$ cat config.mk
export PLATFORM = sky130hd
export DESIGN_NAME = ifc_counter_monitor_flat
export DESIGN_NICKNAME = d
export VERILOG_FILES = /design/src/rtl/ifc_mon_pkg.sv /design/src/rtl/ifc_if.sv /design/src/rtl/ifc_stall_det.sv /design/src/rtl/ifc_counter_monitor.sv /design/src/flat_wrapper.sv
export SDC_FILE = /design/constraint.sdc
export NUM_CORES = 1
export LEC_CHECK = 0
export ABC_AREA = 1
export BUFFER_PORTS_ARGS = -buffer_cell sky130_fd_sc_hd__buf_2
export CAP_MARGIN = 5
export CORE_ASPECT_RATIO = 1.1
export CORE_MARGIN = 5
export CORE_UTILIZATION = 56
export CTS_BUF_LIST = sky130_fd_sc_hd__clkbuf_2 sky130_fd_sc_hd__clkbuf_4 sky130_fd_sc_hd__clkbuf_8
export DETAILED_ROUTE_END_ITERATION = 16
export PLACE_DENSITY = 0.76
export SYNTH_ARGS = -nofsm -noshare
export SYNTH_HDL_FRONTEND = slang
export SYNTH_SLANG_ARGS = --single-unit
$ cat constraint.sdc
create_clock -name clk -period 4.4 [get_ports clk]
set_input_delay 0.88 -clock clk [delete_from_list [all_inputs] [get_ports clk]]
set_output_delay 0.88 -clock clk [all_outputs]
set_load 0.005 [all_outputs]
$ cat src/rtl/ifc_mon_pkg.sv
// Shared types and constants for the ifc counter monitor.
// Imported by the interface, the stall detector and the top level.
package ifc_mon_pkg;

    localparam int VALUE_W = 4;

    typedef enum logic [1:0] {
        IDLE,
        RST_HOLD,
        RUN,
        STALL
    } mon_state_e;

    function automatic bit params_ok(input int rst_cycles, input int stall_cycles, input int ext_w);
        return (rst_cycles >= 1) && (rst_cycles <= 255) &&
               (stall_cycles >= 2) && (stall_cycles <= 255) &&
               (ext_w > VALUE_W);
    endfunction

endpackage

$ cat src/rtl/ifc_if.sv
// Link between the core-side monitor and the 4-bit counter it supervises.
// The core drives the counter reset; the counter returns its value.
interface ifc;
    import ifc_mon_pkg::*;

    logic               reset;
    logic [VALUE_W-1:0] value;

    modport core_mp (output reset, input value);
    modport cnt_mp  (input reset, output value);

endinterface

$ cat src/rtl/ifc_stall_det.sv
// Counts consecutive equal samples of the counter value and pulses stall_hit
// on the sample that completes a run of STALL_CYCLES.
module ifc_stall_det
    import ifc_mon_pkg::*;
#(
    parameter int STALL_CYCLES = 8
) (
    input  logic               clk,
    input  logic               rst_n,
    input  logic               en,
    input  logic [VALUE_W-1:0] value,
    input  logic [VALUE_W-1:0] prev,
    output logic               stall_hit
);

    logic [7:0] eq_cnt;
    logic       same;

    assign same      = en && (value == prev);
    assign stall_hit = same && (eq_cnt == 8'(STALL_CYCLES - 1));

    // Saturates at STALL_CYCLES so a long freeze yields a single pulse.
    always_ff @(posedge clk or negedge rst_n) begin
        if (!rst_n) begin
            eq_cnt <= '0;
        end else if (!same) begin
            eq_cnt <= '0;
        end else if (eq_cnt != 8'(STALL_CYCLES)) begin
            eq_cnt <= eq_cnt + 8'd1;
        end
    end

endmodule

$ cat src/rtl/ifc_counter_monitor.sv
// Core-side controller for the ifc counter: reset sequencing, wrap tracking
// into a wide count, stall detection and a valid/ready snapshot port.
module ifc_counter_monitor
    import ifc_mon_pkg::*;
#(
    parameter int RST_CYCLES   = 4,
    parameter int STALL_CYCLES = 8,
    parameter int EXT_W        = 16
) (
    input  logic             clk,
    input  logic             rst_n,
    input  logic             start,
    input  logic             stop,
    ifc.core_mp              c_data,
    output logic             snap_valid,
    input  logic             snap_ready,
    output logic [EXT_W-1:0] snap_count,
    output logic             snap_lost,
    output logic             stalled,
    output logic             busy
);

    localparam int HI_W = EXT_W - VALUE_W;

    if (!params_ok(RST_CYCLES, STALL_CYCLES, EXT_W)) begin : g_param_err
        $error("ifc_counter_monitor: parameter out of range");
    end

    mon_state_e         state, next_state;
    logic [7:0]         hold_cnt;
    logic [VALUE_W-1:0] prev;
    logic               prev_ok;
    logic [HI_W-1:0]    hi;
    logic [HI_W-1:0]    hi_inc;
    logic               reset_q;
    logic               eval;
    logic               wrap;
    logic               changed;
    logic               hold_done;
    logic               stall_hit;

    // No wrap/stall evaluation until prev holds a real sample from this run.
    assign eval      = prev_ok && ((state == RUN) || (state == STALL));
    assign wrap      = eval && (c_data.value < prev);
    assign changed   = eval && (c_data.value != prev);
    assign hold_done = (hold_cnt == 8'(RST_CYCLES - 1));
    assign hi_inc    = hi + 1'b1;
    assign c_data.reset = reset_q;

    ifc_stall_det #(
        .STALL_CYCLES(STALL_CYCLES)
    ) u_stall_det (
        .clk       (clk),
        .rst_n     (rst_n),
        .en        (eval),
        .value     (c_data.value),
        .prev      (prev),
        .stall_hit (stall_hit)
    );

    always_ff @(posedge clk or negedge rst_n) begin
        if (!rst_n) begin
            state <= IDLE;
        end else begin
            state <= next_state;
        end
    end

    always_comb begin
        next_state = state;
        if (stop) begin
            next_state = IDLE;
        end else begin
            case (state)
                IDLE:     if (start)     next_state = RST_HOLD;
                RST_HOLD: if (hold_done) next_state = RUN;
                RUN:      if (stall_hit) next_state = STALL;
                STALL:    if (changed)   next_state = RUN;
                default:                 next_state = IDLE;
            endcase
        end
    end

    // reset_q and busy follow next_state so both outputs stay registered.
    always_ff @(posedge clk or negedge rst_n) begin
        if (!rst_n) begin
            reset_q    <= 1'b1;
            busy       <= 1'b0;
            hold_cnt   <= '0;
            prev       <= '0;
            prev_ok    <= 1'b0;
            hi         <= '0;
            snap_valid <= 1'b0;
            snap_count <= '0;
            snap_lost  <= 1'b0;
            stalled    <= 1'b0;
        end else begin
            reset_q  <= (next_state == IDLE) || (next_state == RST_HOLD);
            busy     <= (next_state != IDLE);
            hold_cnt <= (state == RST_HOLD) ? hold_cnt + 8'd1 : '0;
            if (stop) begin
                snap_valid <= 1'b0;
                prev_ok    <= 1'b0;
            end else if (state == IDLE) begin
                if (start) begin
                    snap_lost  <= 1'b0;
                    stalled    <= 1'b0;
                    hi         <= '0;
                    snap_valid <= 1'b0;
                    snap_count <= '0;
                    prev_ok    <= 1'b0;
                end
            end else if ((state == RUN) || (state == STALL)) begin
                prev    <= c_data.value;
                prev_ok <= 1'b1;
                // A wrap may reuse the slot freed by a same-cycle transfer.
                if (wrap) begin
                    hi <= hi_inc;
                    if (!snap_valid || snap_ready) begin
                        snap_count <= {hi_inc, c_data.value};
                        snap_valid <= 1'b1;
                    end else begin
                        snap_lost <= 1'b1;
                    end
                end else if (snap_valid && snap_ready) begin
                    snap_valid <= 1'b0;
                end
                if (stall_hit) begin
                    stalled <= 1'b1;
                end
            end
        end
    end

endmodule

$ cat src/flat_wrapper.sv
// flat-port wrapper written by rule: the top's interface ports become plain ports
module ifc_counter_monitor_flat import ifc_mon_pkg::*;
#(
    parameter int RST_CYCLES   = 4,
    parameter int STALL_CYCLES = 8,
    parameter int EXT_W        = 16
)
  (clk, rst_n, start, stop, snap_valid, snap_ready, snap_count, snap_lost, stalled, busy, c_data_reset, c_data_value);
  ifc c_data_i ();
  input  logic clk;
  input  logic rst_n;
  input  logic start;
  input  logic stop;
  output logic snap_valid;
  input  logic snap_ready;
  output logic [EXT_W-1:0] snap_count;
  output logic snap_lost;
  output logic stalled;
  output logic busy;
  output wire logic [$bits(c_data_i.reset)-1:0] c_data_reset;
  input wire logic [$bits(c_data_i.value)-1:0] c_data_value;
  assign c_data_reset = c_data_i.reset;
  assign c_data_i.value = c_data_value;
  ifc_counter_monitor #(.RST_CYCLES(RST_CYCLES), .STALL_CYCLES(STALL_CYCLES), .EXT_W(EXT_W)) u_core (.clk(clk), .rst_n(rst_n), .start(start), .stop(stop), .c_data(c_data_i), .snap_valid(snap_valid), .snap_ready(snap_ready), .snap_count(snap_count), .snap_lost(snap_lost), .stalled(stalled), .busy(busy));
endmodule
[Word-level counts from Yosys, hierarchy flattened]
Cells that the tools add are included.
Word-level totals
  logic and storage cells: 93
  input port bits: 9
  bits in registers: 56
Operators by class
  mux-type cells: 35
  bitwise gates (word level): 2
  order comparisons: 1
  reductions and logical operators: 26
  equality and inequality tests: 14
  $add $sub $neg: 3
Operators by type and width (number)
  $mux W16: 5
  $mux W12: 4
  $mux W8: 3
  $mux W1: 17
  $add A8 B1 Y8 const B: 2
  $add A12 B1 Y12 const B: 1
  $reduce_and A4 Y1: 3
  $mux W2: 5
  $reduce_and A5 Y1: 2
  $reduce_bool A2 Y1: 5
  $eq A8 B2 Y1 const B: 1
  $eq A8 B3 Y1 const B: 1
  $ne A8 B4 Y1 const B: 1
  $pmux W2 S4: 1
  $logic_and A1 B1 Y1: 6
  $eq A2 B1 Y1 const B: 2
  $eq A2 B2 Y1 const B: 2
  $eq A4 B4 Y1: 1
  $logic_not A2 Y1: 2
  $lt A4 B4 Y1: 1
  $ne A2 B1 Y1 const B: 2
  $ne A4 B4 Y1: 1
  $ne A4 B4 Y1 const B: 1
  $reduce_bool A4 Y1: 1
  8 further kinds: 11

[Longest topological paths before layout]
  word-level depth: 10
  mapped depth: 12
  mapped depth without buffers: 11

[Cells and area by module]
A second synthesis with hierarchy kept.
Unflattened totals
  cell total of the unflattened synthesis: 360
  area total of the unflattened synthesis: 2955.3 µm²
Modules (own cells, without submodules)
  ifc_counter_monitor: sequential area each 1202.4 µm², cells an instance 284, times used 1, area an instance 2411.1 µm²
  ifc_stall_det: sequential area each 200.2 µm², cells an instance 76, times used 1, area an instance 544.3 µm²

[Worst setup path before layout]
No wires, ideal clock.
  kind: input-to-reg
  start: input c_data_value[3]
  end: register u_core.hi[2]
  setup time: 127 ps
  path buffers: 1
  stages: 10
  data arrival time: 1833 ps
  slack: 2440 ps
  cells stage by stage: ha_1 > nand2_1 > inv_1 > nor2_2 > nand2_2 > nand2_4 > nand2_2 > buf_6 > nand2_1 > o21ai_2
Between the ends
  cells in the longest elaborated chain, start to end: 4
RTL lines
  start, declared: line flat_wrapper.sv:21  | input wire logic [$bits(c_data_i.value)-1:0] c_data_value;
  $lt A4 B4 Y1: line ifc_counter_monitor.sv:44  | assign wrap = eval && (c_data.value < prev);
  $logic_and A1 B1 Y1: line ifc_counter_monitor.sv:44
  $reduce_bool A2 Y1 (no source line)
  $reduce_and A4 Y1 (no source line)
  end signal, assigned: line ifc_counter_monitor.sv:118  | hi <= hi_inc;
  end, declared: line ifc_counter_monitor.sv:33  | logic [HI_W-1:0] hi;
No other way between the ends.
A chain may end at the register's enable or synchronous reset.

[Final worst setup path]
  start: input c_data_value[1]
  end: register u_core.hi[11]
Same word-level chain as after synthesis.

==> reports/summary.txt <==
Final Max Slew Viols = 0
Max Cap Viol = 0
Critical Path Max Stage Delay = 0.36 ns
Yosys cell types = 25
Cell with the most instances on the worst path = nand2_1
Area growth from synthesis to layout = 9.850%
Tmin final = 2.117 ns
Worst r2r path cells = 11
FF+latch count, synth = 56
Max Freq = 0.4724 GHz
WL/cell = 11.69 um
Worst setup SP type = input port
Fillers = 441
DR vias/cell = 5.056
R2R Setup Slk = 2.58 ns
Die ar. = 6582 um^2
H-tree depth = 2
Drt pass-1 iters = 6
Hold path start = u_core.hold_cnt[0]$_DFF_PN0_
Layout Skew = 0.005870 ns
Final hold violations = 0
Hold path endpoint = u_core.hold_cnt[0]$_DFF_PN0_
Post-DP HPWL = 3935 um
Relative slew slack = 43.96%
Mapped Nets = 373
Placed instance area = 2997 um^2
Commonest non-fill, non-tap cell in the layout = nand2_1
Cells after Synth = 356
Fin crit share = 48.12%
Final setup violation count = 0
Post-CTS Resized = 0
Row count = 27
Initial Util = 57.04%
Synthesized area = 2833 um^2
CP max FO = 22
Hold Crit Class = reg2reg
DRC = 0
Final nets = 404
Area share of the largest cell type after synthesis = 48.59%
Share of layout cells above drive strength 1 = 15.98%
Initial antenna violation count = 0
WHS Path Cells = 1
RSZ-0062 raised after global routing = false
Postcts setup bufs = 0
PwrDens = 322.7 nW/um^2
Die height = 84.60 um
Crit path kind = in2reg
Status = completed
Routed Antenna Nets = 0
Via Count = 2255
First-pass GRT wire length = 9646 um
WP data required = 4.61 ns
Leakage = 1.609 nW
CP max stage cell = nand2_2
Sequential fraction of the synthesis area = 49.51%
Largest net degree at the start of global routing = 40
I/O Buffers = 29
Global route overflow = 0
Core Area = 4966 um^2
Root Driver = clkbuf_8
Peak VDD IR = 0.1747 mV
Die Span X = 77.81 um
Synth top area cells = dfrtp_1 49%, nand2_1 13%, inv_1 6.0%
I/O pin count = 30
R2R Path Start = u_core.prev[1]$_DFFE_PN0P_
Final instance area = 3112 um^2
Average size of a mapped cell = 7.957 um^2
Cell Chain, Critical Path = buf_2 -> ha_1 -> inv_1 -> o21bai_1 -> nand2_1 -> nand2_2 -> nand2_4 -> nand2_2 -> inv_1 -> nand2_1 -> nand2_1
Post-CTS Hold Fix Bufs = 0
Routability Congestion = 0.8340
Most frequent cells in the layout = 97 x nand2_1, 55 x dfrtp_1, 45 x inv_1, 43 x nor2_1, 29 x buf_2
Setup TNS Final = 0 ns
Design Power = 0.001004 W
Gr usage total = 17.96%
Critical R2R Capture = u_core.hi[11]$_DFFE_PN0P_
CTS tree = done
Critical path endpoint category = flop
Slew at the pin with the worst max-slew slack = 0.8407 ns
Clock Path Buffers = 2
Clock sink count = 56
Post-Route WL = 5213 um
Antenna cell count = 0
Clock transition at the registers of the reported paths = 0.10 ns
Yosys warns = 0
Post-synth top area cell = dfrtp_1
Vias in the first global route = 2264
Crit path DAT = 2.33 ns
Worst skew pair latency = 0.31 ns
Iteration-0 DRC count of the detailed router = 120
Clock buffer count from CTS = 5
==> synthesized netlist by cell type, drive strengths merged <==
cell type	count
xor2	1
buf	6
ha	8
dfstp	1
a31oi	1
nor3b	1
dfrtp	55
o21ai	36
nand3	15
a21oi	19
o21bai	1
inv	50
nor2	46
nand4	3
nand2	104
nor3	8
xnor2	1
==> cell type report <==
| class | instances | area (um^2) | share of cell area, % |
|---|---|---|---|
| inverter | 50 | 187.7 | 6.031 |
| clock inverter | 3 | 46.29 | 1.488 |
| multi-input combinational | 244 | 1181 | 37.96 |
| clock buffer | 5 | 68.82 | 2.212 |
| sequential | 56 | 1403 | 45.07 |
| tap | 58 | 72.57 | 2.332 |
| timing repair buffer | 30 | 152.6 | 4.906 |
==> worst max-delay path: cells and delay by family <==
family,cells,cell delay [ns]
simple gates,6,0.73
buf+inv,3,0.30
compound gates,1,0.11
fa+ha+maj,1,0.29
==> cell families after synthesis <==
| group | synth area share [%] |
|---|---|
| adders and majority gates | 3.534 |
| xor gates and xnor gates | 0.6185 |
| DFF | 49.51 |
| buffers and inverters | 8.789 |
| AOI/OAI and AO/OA | 11.26 |
| and+or+nand+nor | 26.28 |
==> stage by stage <==
step | hold slack, ns | worst slack, ns | util, % | std cells
after global routing | 0.5102 | 2.150 | 62.66 | 446
after global placement | 0.4516 | 1.999 | 60.34 | 438
after floorplan | 0.4307 | 2.440 | - | 356
after detailed placement | 0.4596 | 1.938 | 60.34 | 438
final | 0.4722 | 2.283 | 62.66 | 446
after CTS | 0.4784 | 2.272 | 62.66 | 446
==> power breakdown <==
part           internal [W]  switching, W
combinational     0.0000381     0.0000733
sequential         0.000537     0.0000142
clock              0.000172      0.000170
total              0.000746      0.000258
==> registers in the layout, indices dropped and copies added, names as in the netlist <==
register / cells
u_core.snap_count: 16
u_core.hi: 12
u_core.hold_cnt: 8
u_core.u_stall_det.eq_cnt: 8
u_core.prev: 4
u_core.state: 2
u_core.busy: 1
u_core.c_data.reset: 1
u_core.prev_ok: 1
u_core.snap_lost: 1
u_core.snap_valid: 1
u_core.stalled: 1
==> metal layers <==
| metal | wire length [um] | track usage [%] | share of wire (%) | up-vias |
|---|---|---|---|---|
| li1 | - | - | - | 1185 |
| met1 | 2296 | 21.42 | 44 | 1042 |
| met2 | 2698 | 31.74 | 52 | 21 |
| met3 | 134 | 3.112 | 2.6 | 7 |
| met4 | 82 | 7.031 | 1.6 | 0 |
| met5 | 0 | 0 | 0 | - |
==> worst max path at each step <==
stage                          from                        end  slack, ns  cells past startpoint
floorplan           c_data_value[3]   u_core.hi[2]$_DFFE_PN0P_       2.44                     10
global placement    c_data_value[1]  u_core.hi[11]$_DFFE_PN0P_       2.00                     11
detailed placement  c_data_value[1]  u_core.hi[11]$_DFFE_PN0P_       1.94                     11
CTS                 c_data_value[1]  u_core.hi[11]$_DFFE_PN0P_       2.27                     11
global route        c_data_value[3]   u_core.hi[9]$_DFFE_PN0P_       2.15                     11
finish              c_data_value[1]  u_core.hi[11]$_DFFE_PN0P_       2.28                     11
Note: power is estimated with default switching activity, not from simulation.
